### src/rtl/div_pkg.sv
// div_pkg: definitions shared by the divider arbiter files.
//   DIV_WIDTH               - operand/quotient width of the shared divider
//   DIV_ARB_TIMEOUT_DEFAULT - default watchdog limit in WAIT
//   div_arb_state_t         - arbiter sequencer states
package div_pkg;

    localparam int DIV_WIDTH               = 10;
    localparam int DIV_ARB_TIMEOUT_DEFAULT = 64;

    typedef enum logic [1:0] {
        IDLE,
        ISSUE,
        WAIT,
        RESPOND
    } div_arb_state_t;

endpackage : div_pkg

### src/rtl/div_arbiter_if.sv
// div_arbiter_if: bundles the requester side and the divider side of the
// divider arbiter.
//   req/req_a/req_b        - request levels and packed operands (requester i at [i*WIDTH +: WIDTH])
//   ack/res_q/res_ov/res_err - one-hot completion pulse and result of the acked job
//   grant_id               - current or last granted requester
//   div_start/div_a/div_b  - command to the divider
//   div_busy/div_valid/div_ov/div_q - divider status and result
// Modports: slave = arbiter view, master = requesters + divider view.
interface div_arbiter_if
    import div_pkg::*;
#(
    parameter int N_REQ = 4,
    parameter int WIDTH = DIV_WIDTH
) ();

    localparam int IDX_W = $clog2(N_REQ);

    logic [N_REQ-1:0]       req;
    logic [N_REQ*WIDTH-1:0] req_a;
    logic [N_REQ*WIDTH-1:0] req_b;
    logic [N_REQ-1:0]       ack;
    logic [WIDTH-1:0]       res_q;
    logic                   res_ov;
    logic                   res_err;
    logic [IDX_W-1:0]       grant_id;
    logic                   div_start;
    logic [WIDTH-1:0]       div_a;
    logic [WIDTH-1:0]       div_b;
    logic                   div_busy;
    logic                   div_valid;
    logic                   div_ov;
    logic [WIDTH-1:0]       div_q;

    modport slave (
        input  req, req_a, req_b, div_busy, div_valid, div_ov, div_q,
        output ack, res_q, res_ov, res_err, grant_id, div_start, div_a, div_b
    );

    modport master (
        output req, req_a, req_b, div_busy, div_valid, div_ov, div_q,
        input  ack, res_q, res_ov, res_err, grant_id, div_start, div_a, div_b
    );

endinterface : div_arbiter_if

### src/rtl/rr_pick.sv
// rr_pick: combinational round-robin priority encoder. The first asserted
// request at or after rr_ptr (wrapping modulo N_REQ) wins.
//   req    in  N_REQ  request levels
//   rr_ptr in  IDX_W  index with highest priority
//   grant  out N_REQ  one-hot winner (all zero when req == 0)
//   idx    out IDX_W  index of the winner (0 when req == 0)
module rr_pick #(
    parameter int N_REQ = 4,
    parameter int IDX_W = $clog2(N_REQ)
) (
    input  logic [N_REQ-1:0] req,
    input  logic [IDX_W-1:0] rr_ptr,
    output logic [N_REQ-1:0] grant,
    output logic [IDX_W-1:0] idx
);

    always_comb begin
        logic             found;
        logic [IDX_W-1:0] cand;
        grant = '0;
        idx   = '0;
        found = 1'b0;
        cand  = '0;
        for (int i = 0; i < N_REQ; i++) begin
            cand = IDX_W'((int'(rr_ptr) + i) % N_REQ);
            if (!found && req[cand]) begin
                found       = 1'b1;
                grant[cand] = 1'b1;
                idx         = cand;
            end
        end
    end

endmodule : rr_pick

### src/rtl/div_arbiter.sv
// div_arbiter: shares one divider among N_REQ requesters. A round-robin
// winner's operands are latched, the divider is started with a one-cycle
// pulse, and the result is returned to the winner with a one-cycle ack.
//   clk      - rising-edge clock
//   rst      - synchronous active-high reset
//   bus      - div_arbiter_if.slave (requester and divider signals)
// Optional build macro DIV_ARB_TIMEOUT_EN: WAIT watchdog that aborts a job
// after TIMEOUT_CYCLES cycles and acks it with res_err = 1.
module div_arbiter
    import div_pkg::*;
#(
    parameter int N_REQ          = 4,
    parameter int WIDTH          = DIV_WIDTH,
    parameter int TIMEOUT_CYCLES = DIV_ARB_TIMEOUT_DEFAULT
) (
    input  logic          clk,
    input  logic          rst,
    div_arbiter_if.slave  bus
);

    localparam int IDX_W = $clog2(N_REQ);

    if (N_REQ < 2 || N_REQ > 8 || TIMEOUT_CYCLES < 1) begin : g_param_check
        $error("div_arbiter: N_REQ must be 2..8 and TIMEOUT_CYCLES >= 1");
    end

    div_arb_state_t   state_q, state_d;
    logic [IDX_W-1:0] rr_ptr_q, rr_ptr_d;
    logic [IDX_W-1:0] grant_id_q, grant_id_d;
    logic [N_REQ-1:0] ack_q, ack_d;
    logic             div_start_q, div_start_d;
    logic [WIDTH-1:0] op_a_q, op_a_d;
    logic [WIDTH-1:0] op_b_q, op_b_d;
    logic             seen_busy_q, seen_busy_d;
    logic [WIDTH-1:0] res_q_q, res_q_d;
    logic             res_ov_q, res_ov_d;
`ifdef DIV_ARB_TIMEOUT_EN
    localparam int CNT_W = $clog2(TIMEOUT_CYCLES + 1);
    logic [CNT_W-1:0] wait_cnt_q, wait_cnt_d;
    logic             res_err_q, res_err_d;
`endif

    logic [N_REQ-1:0] pick_grant;
    logic [IDX_W-1:0] pick_idx;

    rr_pick #(
        .N_REQ (N_REQ),
        .IDX_W (IDX_W)
    ) u_rr_pick (
        .req    (bus.req),
        .rr_ptr (rr_ptr_q),
        .grant  (pick_grant),
        .idx    (pick_idx)
    );

    // NOTE: every signal assigned here gets a default first, so no path
    // leaves a variable unassigned and no latch is inferred.
    always_comb begin
        state_d     = state_q;
        rr_ptr_d    = rr_ptr_q;
        grant_id_d  = grant_id_q;
        op_a_d      = op_a_q;
        op_b_d      = op_b_q;
        seen_busy_d = seen_busy_q;
        div_start_d = 1'b0;
        ack_d       = '0;
        res_q_d     = '0;
        res_ov_d    = 1'b0;
`ifdef DIV_ARB_TIMEOUT_EN
        wait_cnt_d  = wait_cnt_q;
        res_err_d   = 1'b0;
`endif

        unique case (state_q)
            IDLE: begin
                if ((|bus.req) && !bus.div_busy) begin
                    // One-hot AND-OR mux of the winner's operands.
                    op_a_d = '0;
                    op_b_d = '0;
                    for (int i = 0; i < N_REQ; i++) begin
                        if (pick_grant[i]) begin
                            op_a_d = op_a_d | bus.req_a[i*WIDTH +: WIDTH];
                            op_b_d = op_b_d | bus.req_b[i*WIDTH +: WIDTH];
                        end
                    end
                    grant_id_d  = pick_idx;
                    div_start_d = 1'b1;
                    state_d     = ISSUE;
                end
            end

            ISSUE: begin
                seen_busy_d = 1'b0;
`ifdef DIV_ARB_TIMEOUT_EN
                wait_cnt_d  = '0;
`endif
                state_d     = WAIT;
            end

            WAIT: begin
                if (bus.div_busy) begin
                    seen_busy_d = 1'b1;
                end
                // A valid before the divider has shown busy belongs to an
                // earlier job and must not complete this one.
                if (seen_busy_q && bus.div_valid) begin
                    res_q_d           = bus.div_q;
                    res_ov_d          = bus.div_ov;
                    ack_d[grant_id_q] = 1'b1;
                    state_d           = RESPOND;
                end
`ifdef DIV_ARB_TIMEOUT_EN
                else if (wait_cnt_q == CNT_W'(TIMEOUT_CYCLES - 1)) begin
                    res_err_d         = 1'b1;
                    ack_d[grant_id_q] = 1'b1;
                    state_d           = RESPOND;
                end else begin
                    wait_cnt_d = wait_cnt_q + 1'b1;
                end
`endif
            end

            RESPOND: begin
                rr_ptr_d = (grant_id_q == IDX_W'(N_REQ - 1)) ? '0 : grant_id_q + 1'b1;
                state_d  = IDLE;
            end

            default: state_d = IDLE;
        endcase
    end

    // NOTE: state is updated with non-blocking assignments so every flop
    // samples the values from before this edge, independent of order.
    always_ff @(posedge clk) begin
        if (rst) begin
            state_q     <= IDLE;
            rr_ptr_q    <= '0;
            grant_id_q  <= '0;
            ack_q       <= '0;
            div_start_q <= 1'b0;
            op_a_q      <= '0;
            op_b_q      <= '0;
            seen_busy_q <= 1'b0;
            res_q_q     <= '0;
            res_ov_q    <= 1'b0;
`ifdef DIV_ARB_TIMEOUT_EN
            wait_cnt_q  <= '0;
            res_err_q   <= 1'b0;
`endif
        end else begin
            state_q     <= state_d;
            rr_ptr_q    <= rr_ptr_d;
            grant_id_q  <= grant_id_d;
            ack_q       <= ack_d;
            div_start_q <= div_start_d;
            op_a_q      <= op_a_d;
            op_b_q      <= op_b_d;
            seen_busy_q <= seen_busy_d;
            res_q_q     <= res_q_d;
            res_ov_q    <= res_ov_d;
`ifdef DIV_ARB_TIMEOUT_EN
            wait_cnt_q  <= wait_cnt_d;
            res_err_q   <= res_err_d;
`endif
        end
    end

    assign bus.ack       = ack_q;
    assign bus.res_q     = res_q_q;
    assign bus.res_ov    = res_ov_q;
    assign bus.grant_id  = grant_id_q;
    assign bus.div_start = div_start_q;
    assign bus.div_a     = op_a_q;
    assign bus.div_b     = op_b_q;
`ifdef DIV_ARB_TIMEOUT_EN
    assign bus.res_err   = res_err_q;
`else
    assign bus.res_err   = 1'b0;
`endif

endmodule : div_arbiter

### src/flat_wrapper.sv
// flat-port wrapper written by rule: the top's interface ports become plain ports
module div_arbiter_flat import div_pkg::*;
#(
    parameter int N_REQ          = 4,
    parameter int WIDTH          = DIV_WIDTH,
    parameter int TIMEOUT_CYCLES = DIV_ARB_TIMEOUT_DEFAULT
)
  (clk, rst, bus_req, bus_req_a, bus_req_b, bus_div_busy, bus_div_valid, bus_div_ov, bus_div_q, bus_ack, bus_res_q, bus_res_ov, bus_res_err, bus_grant_id, bus_div_start, bus_div_a, bus_div_b);
  div_arbiter_if #(.N_REQ(N_REQ), .WIDTH(WIDTH)) bus_i ();
  input  logic clk;
  input  logic rst;
  input wire logic [$bits(bus_i.req)-1:0] bus_req;
  input wire logic [$bits(bus_i.req_a)-1:0] bus_req_a;
  input wire logic [$bits(bus_i.req_b)-1:0] bus_req_b;
  input wire logic [$bits(bus_i.div_busy)-1:0] bus_div_busy;
  input wire logic [$bits(bus_i.div_valid)-1:0] bus_div_valid;
  input wire logic [$bits(bus_i.div_ov)-1:0] bus_div_ov;
  input wire logic [$bits(bus_i.div_q)-1:0] bus_div_q;
  output wire logic [$bits(bus_i.ack)-1:0] bus_ack;
  output wire logic [$bits(bus_i.res_q)-1:0] bus_res_q;
  output wire logic [$bits(bus_i.res_ov)-1:0] bus_res_ov;
  output wire logic [$bits(bus_i.res_err)-1:0] bus_res_err;
  output wire logic [$bits(bus_i.grant_id)-1:0] bus_grant_id;
  output wire logic [$bits(bus_i.div_start)-1:0] bus_div_start;
  output wire logic [$bits(bus_i.div_a)-1:0] bus_div_a;
  output wire logic [$bits(bus_i.div_b)-1:0] bus_div_b;
  assign bus_i.req = bus_req;
  assign bus_i.req_a = bus_req_a;
  assign bus_i.req_b = bus_req_b;
  assign bus_i.div_busy = bus_div_busy;
  assign bus_i.div_valid = bus_div_valid;
  assign bus_i.div_ov = bus_div_ov;
  assign bus_i.div_q = bus_div_q;
  assign bus_ack = bus_i.ack;
  assign bus_res_q = bus_i.res_q;
  assign bus_res_ov = bus_i.res_ov;
  assign bus_res_err = bus_i.res_err;
  assign bus_grant_id = bus_i.grant_id;
  assign bus_div_start = bus_i.div_start;
  assign bus_div_a = bus_i.div_a;
  assign bus_div_b = bus_i.div_b;
  div_arbiter #(.N_REQ(N_REQ), .WIDTH(WIDTH), .TIMEOUT_CYCLES(TIMEOUT_CYCLES)) u_core (.clk(clk), .rst(rst), .bus(bus_i));
endmodule
### config.mk
export PLATFORM = sky130hd
export DESIGN_NAME = div_arbiter_flat
export DESIGN_NICKNAME = d
export VERILOG_FILES = /design/src/rtl/div_pkg.sv /design/src/rtl/div_arbiter_if.sv /design/src/rtl/rr_pick.sv /design/src/rtl/div_arbiter.sv /design/src/flat_wrapper.sv
export SDC_FILE = /design/constraint.sdc
export NUM_CORES = 1
export LEC_CHECK = 0
export CAP_MARGIN = 20
export CORE_AREA = 10 10 120 79
export CTS_CLUSTER_SIZE = 14
export DETAILED_ROUTE_END_ITERATION = 12
export DIE_AREA = 0 0 130 89
export PLACE_DENSITY = 0.82
export SYNTH_ARGS = -nofsm -noshare
export SYNTH_HDL_FRONTEND = slang
export SYNTH_SLANG_ARGS = --single-unit
### constraint.sdc
create_clock -name clk -period 7.83 [get_ports clk]
set_input_delay 1.566 -clock clk [delete_from_list [all_inputs] [get_ports clk]]
set_output_delay 1.566 -clock clk [all_outputs]
set_load 0.005 [all_outputs]
==> summary.txt, run 1 <==
status: finished, final reports clean
Mapped Cells: 350
commonest non-fill, non-tap cell in the layout: clkdlybuf4s50_1
final setup violation count: 0
post-synthesis sequential area ratio: 0.2590
clock skew: 4.051 ps
final core occ: 0.6474
Std-Cell Rows: 25
n_diodes: 0
Setup CP Type: input port to flop
DR pass1 iterations: 5
grt total ovfl: 0
maximum clock path buffer count: 2
Min-Delay Path Depth: 2
Final GP Congestion: 0.7845
Max Slew Vio Count: 0
maximum clock frequency: 237.2 MHz
Final Total Pwr: 1.089 mW
Max VDD drop: 0.0001388 V
routed vias: 3481
post-route ant nets: 0
Switching Fraction: 0.3680
setup bufs post-CTS: 0
Routed WL: 12150 microns
Hold Path Class: flop to flop
first-pass GRT wire length: 18310 microns
Post-synth ARST share: 0
RSZ-0062 raised after global routing: no
Flop pwr share: 0.275
CP arrival: 4420 ps
setup_tns: 0 ps
final hold vios: 0
DRC viols: 0
Mapped Nets: 466
Comb pwr share: 0.496
Main synth FF type: dfxtp_1
Area growth syn-to-layout: 45.03%
# resized after CTS: 0
Clock Root Buffer: clkbuf_16
final worst-path cycle share: 0.5385
Core ar.: 7445 sq um
post-DP HPWL: 8852 microns
Port Buffers: 136
Syn Area/Cell: 9.495 sq um
yosys warns: 0
largest net degree at the start of global routing: 46
die area: 11570 sq um
clock power share: 0.228
Least-Margin Pin Slew: 994.9 ps
Net Sw Power: 0.4006 mW
CTS Sinks: 43
leakage: 1.667 nW
Die Height: 89 microns
Filler cells: 595
ratio of cells with drive above 1 in the final layout: 0.1518
routed vias/inst: 6.272
most frequent cells in the layout: clkdlybuf4s50_1 (135), o21ai_0 (43), dfxtp_1 (43)
#FFs+latches synth: 43
Starting Density: 0.4464
PD cells: 225.9 nW/um^2
cell-internal power: 0.6880 mW
TritonCTS clock tree: yes
nature of the critical path endpoint: flop
H-Tree Depth: 2
Yosys cell types: 41
Tmin final: 4216 ps
worst-path fanout max: 13
Slowest cell on crit path: a221oi_2
Startpoint Class: input port
nets: 576
antenna violations before repair: 0
Cell Chain, Critical Path: clkdlybuf4s50_1 > mux4_2 > nand3b_4 > a221oi_2 > buf_4 > o21ai_0 > a311oi_2
Post-Syn Area: 3323 sq um
vias in the first global route: 3294
wire length per cell: 21.89 microns
I/O pins: 138
First DRT Iteration DRCs: 457
R2R depth: 7
CP max stage delay: 660 ps
Max Cap Viol: 0
CP required: 8030 ps
hold_buf cts: 0
CTS buffer count: 5
worst skew pair latency: 290 ps
chip width: 130 microns
EDFF count, synth: 0
Slew HR: 0.3367
gr usage total: 0.1991
Reg clk slew, reported paths: 70 ps
-- power groups by stage --
stage / clock network, mW / registers [mW] / logic (mW)
after floorplan: 0 / 0.298 / 0.335
after global placement: 0 / 0.301 / 0.510
after detailed placement: 0 / 0.304 / 0.533
after CTS: 0.250 / 0.299 / 0.535
after global routing: 0.259 / 0.306 / 0.585
final: 0.248 / 0.300 / 0.540
-- per-stage QoR --
step / cell area (sq um) / instances / worst slack, ps / hold slack, ps
5_1_grt: 4820 / 555 / 3549 / 554.4
3_5_place_dp: 4646 / 547 / 3415 / 471.0
3_3_place_gp: 4613 / 545 / 3361 / 461.1
6_report: 4820 / 555 / 3614 / 479.4
4_1_cts: 4820 / 555 / 3713 / 481.3
2_1_floorplan: 3323 / 350 / 4583 / 449.8
-- area by class of cell --
class | count | area, sq um | share of cell area
Multi-Input combinational cell | 258 | 2211 | 0.4587
Inverter | 10 | 37.54 | 0.007788
Clock inverter | 2 | 35.03 | 0.007269
Clock buffer | 6 | 138.9 | 0.02882
Tap cell | 94 | 117.6 | 0.02440
Sequential cell | 43 | 860.8 | 0.1786
Timing Repair Buffer | 142 | 1419 | 0.2944
-- logic make-up (layout without fill, tap and decap cells) --
group,Yosys count,after routing,synth area share
compound gates,160,160,0.4296
fa+ha+maj,17,17,0.06400
buf+inv,49,160,0.07944
flops,43,43,0.2590
mux,11,11,0.04857
other cells,1,1,0.001128
simple gates,69,69,0.1182
-- Yosys cell counts (2+ instances only) --
master	instances	share of area
o21ai_0	43	0.065
o221ai_1	21	0.055
a21oi_1	6	0.0090
nand3b_4	2	0.012
a221oi_1	2	0.0053
mux2i_1	6	0.018
buf_2	3	0.0045
inv_1	10	0.011
nand2_1	5	0.0056
a221oi_2	22	0.099
a22oi_1	40	0.090
a311oi_2	20	0.090
buf_6	8	0.027
dfxtp_1	43	0.26
mux4_2	4	0.027
and2_1	17	0.032
nor2b_1	5	0.0094
buf_4	4	0.0090
ha_1	17	0.064
nor2_1	30	0.034
clkbuf_1	22	0.025
-- worst max-delay path: cells and delay by family --
kind | cells | cell delay [ps]
AOI/OAI and AO/OA | 3 | 1110
buffers and inverters | 2 | 890
muxes | 1 | 640
and+or+nand+nor | 1 | 200
-- worst paths after layout --
path / startpoint / endpoint / slack, ps
worst min register to register: u_core.seen_busy_q$_SDFFE_PP0P_ / u_core.seen_busy_q$_SDFFE_PP0P_ / 480
worst max-delay path: bus_req[3] / u_core.bus.div_a[2]$_SDFFE_PP0P_ / 3610
worst min-delay path: u_core.seen_busy_q$_SDFFE_PP0P_ / u_core.seen_busy_q$_SDFFE_PP0P_ / 480
worst max register to register: u_core.rr_ptr_q[0]$_SDFFE_PP0N_ / u_core.bus.div_a[2]$_SDFFE_PP0P_ / 4300
-- registers in the layout (all words and copies together) (netlist names) --
signal                flops
u_core.bus.div_start      1
u_core.bus.div_a         10
u_core.seen_busy_q        1
u_core.bus.grant_id       2
u_core.bus.res_ov         1
u_core.bus.res_q         10
u_core.rr_ptr_q           2
u_core.state_q            2
u_core.bus.ack            4
u_core.bus.div_b         10
-- routing by layer --
layer / routed length, microns / share of wire / GRT usage
met5: 0 / 0 / 0
met2: 5749 / 0.47 / 0.3284
met1: 5266 / 0.43 / 0.2585
met3: 905 / 0.074 / 0.04206
met4: 225 / 0.019 / 0.05386
No activity file was read; power rests on OpenSTA's default activity.
==> run 2: changes to the inputs <==
CORE_AREA = 10 10 129 84   (was 10 10 120 79)
DIE_AREA = 0 0 139 94   (was 0 0 130 89)
PLACE_DENSITY = 0.75   (was 0.82)
clock period = 3.7 ns   (was 7.83 ns; I/O delays follow)
==> run 2 against run 1 <==
Against the previous run: combinational power rose by 120%; setup slack worse by 3000 ps; final cell count is 5.2% higher; count of clock-buffer cells in the layout fell by 1; highest routed layer unchanged; design area up 2.2%; register-to-register slack worse by 3500 ps; total power up 110%; largest power group unchanged; via count about the same; global-route usage is 2.8 points lower; clock skew rose by 3.5 ps; sequential power increased by 110%; non-clock buffer count increased by 11.
==> summary.txt, run 2 (synthesis results as in run 1) <==
Std-Cell Rows: 26
Least-Margin Pin Slew: 920.1 ps
Comb pwr share: 0.508
Die Height: 94 microns
Clock Root Buffer: clkbuf_16
Area growth syn-to-layout: 48.16%
clock skew: 7.580 ps
status: finished, final reports clean
Switching Fraction: 0.3705
gr usage total: 0.1712
maximum clock path buffer count: 2
Cell Chain, Critical Path: clkdlybuf4s50_1 > mux4_2 > a21oi_1 > nor3_4 > buf_4 > buf_4 > a221oi_2 > a311oi_2
crit-path most repeated cell: buf_4
setup bufs post-CTS: 0
setup_tns: 0 ps
antenna violations before repair: 0
first-pass GRT wire length: 18580 microns
Net Sw Power: 0.8616 mW
ratio of cells with drive above 1 in the final layout: 0.1695
leakage: 1.718 nW
Final GP Congestion: 0.8249
Max VDD drop: 0.0003637 V
PD cells: 472.3 nW/um^2
Flop pwr share: 0.265
worst skew pair latency: 290 ps
Startpoint Class: input port
vias in the first global route: 3350
Post-Layout Inst Area: 4923 sq um
CTS buffer count: 5
TritonCTS clock tree: yes
routed vias: 3483
cell count after placement: 576
most frequent cells in the layout: clkdlybuf4s50_1 (136), o21ai_0 (43), dfxtp_1 (43)
dpl cell area: 4751 sq um
First DRT Iteration DRCs: 323
DR pass1 iterations: 6
die area: 13070 sq um
nature of the critical path endpoint: flop
CTS Sinks: 43
n_diodes: 0
Worst R2R Setup Slack: 760 ps
Tmin final: 3071 ps
I/O pins: 138
Post-Layout Cell Count: 584
worst-path fanout max: 17
Max Slew Vio Count: 0
final setup violation count: 0
wire length per cell: 20.77 microns
Slew HR: 0.3866
CP max stage delay: 620 ps
Starting Density: 0.3959
chip width: 139 microns
routed vias/inst: 5.964
grt total ovfl: 0
commonest non-fill, non-tap cell in the layout: clkdlybuf4s50_1
Core ar.: 8393 sq um
Setup CP Type: input port to flop
Hold Path Class: flop to flop
hold_buf cts: 0
Filler cells: 724
final worst-path cycle share: 0.8300
final core occ: 0.5866
maximum clock frequency: 325.6 MHz
final hold vios: 0
Slowest cell on crit path: mux4_2
post-route ant nets: 0
Routed WL: 12130 microns
RSZ-0062 raised after global routing: no
H-Tree Depth: 2
DRC viols: 0
# resized after CTS: 0
nets: 587
Reg clk slew, reported paths: 70 ps
CP required: 3850 ps
Port Buffers: 136
cell-internal power: 1.464 mW
CP arrival: 3220 ps
post-DP HPWL: 8842 microns
Max Cap Viol: 0
clock power share: 0.227
largest net degree at the start of global routing: 46
run 2: changes by cell type in the layout (fill, tap and decap cells not counted), sizes merged:
cell / delta
buf: +10
clkbuf: -1
clkdlybuf4s50: +1
inv: +1
run 2: worst max-delay path: cells and delay by family:
| kind | cells | cell delay, ps |
|---|---|---|
| AOI/OAI and AO/OA | 3 | 760 |
| and+or+nand+nor | 1 | 70 |
| buffers and inverters | 3 | 1010 |
| muxes | 1 | 620 |
run 2: metal layers:
layer | wire, microns | track usage | vias to the layer above | part of all wire
met4 | 74 | 0.03201 | 0 | 0.0061
met1 | 5341 | 0.2216 | 1707 | 0.44
met5 | 0 | 0 | - | 0
met2 | 5927 | 0.2909 | 145 | 0.49
li1 | - | - | 1623 | -
met3 | 784 | 0.03434 | 8 | 0.065
run 2: power by group through the flow:
stage	logic (mW)	clock network, mW	registers [mW]
after floorplan	0.709	0	0.630
after global placement	1.14	0	0.623
after detailed placement	1.18	0	0.627
after CTS	1.18	0.546	0.617
after global routing	1.28	0.565	0.629
final	1.18	0.527	0.616
run 2: path summary, 6_finish.rpt:
check	depth (start not counted)	start	to
setup / recovery	8	bus_req[3]	u_core.bus.div_a[5]$_SDFFE_PP0P_
hold / removal	2	u_core.seen_busy_q$_SDFFE_PP0P_	u_core.seen_busy_q$_SDFFE_PP0P_
setup reg to reg	10	u_core.rr_ptr_q[1]$_SDFFE_PP0N_	u_core.bus.div_a[5]$_SDFFE_PP0P_
hold reg to reg	2	u_core.seen_busy_q$_SDFFE_PP0P_	u_core.seen_busy_q$_SDFFE_PP0P_
run 2: cell type report:
class / instances / area, sq um / share of cell area
clock buffer: 5 / 125.1 / 0.02541
clock inverter: 3 / 47.55 / 0.009657
inverter: 10 / 37.54 / 0.007624
multi-input combinational: 258 / 2211 / 0.4490
sequential: 43 / 860.8 / 0.1748
tap: 112 / 140.1 / 0.02846
timing repair buffer: 153 / 1501 / 0.3050
run 2: metrics by stage:
| step | setup slack, ps | power (mW) | hold WS (ps) |
|---|---|---|---|
| 3_5_place_dp | 353.3 | 1.804 | 497.7 |
| 3_3_place_gp | 470.1 | 1.763 | 462.8 |
| 5_1_grt | 498.1 | 2.475 | 551.6 |
| 4_1_cts | 652.0 | 2.342 | 508.4 |
| 2_1_floorplan | 989.0 | 1.339 | 449.8 |
| 6_report | 629.1 | 2.325 | 514.1 |
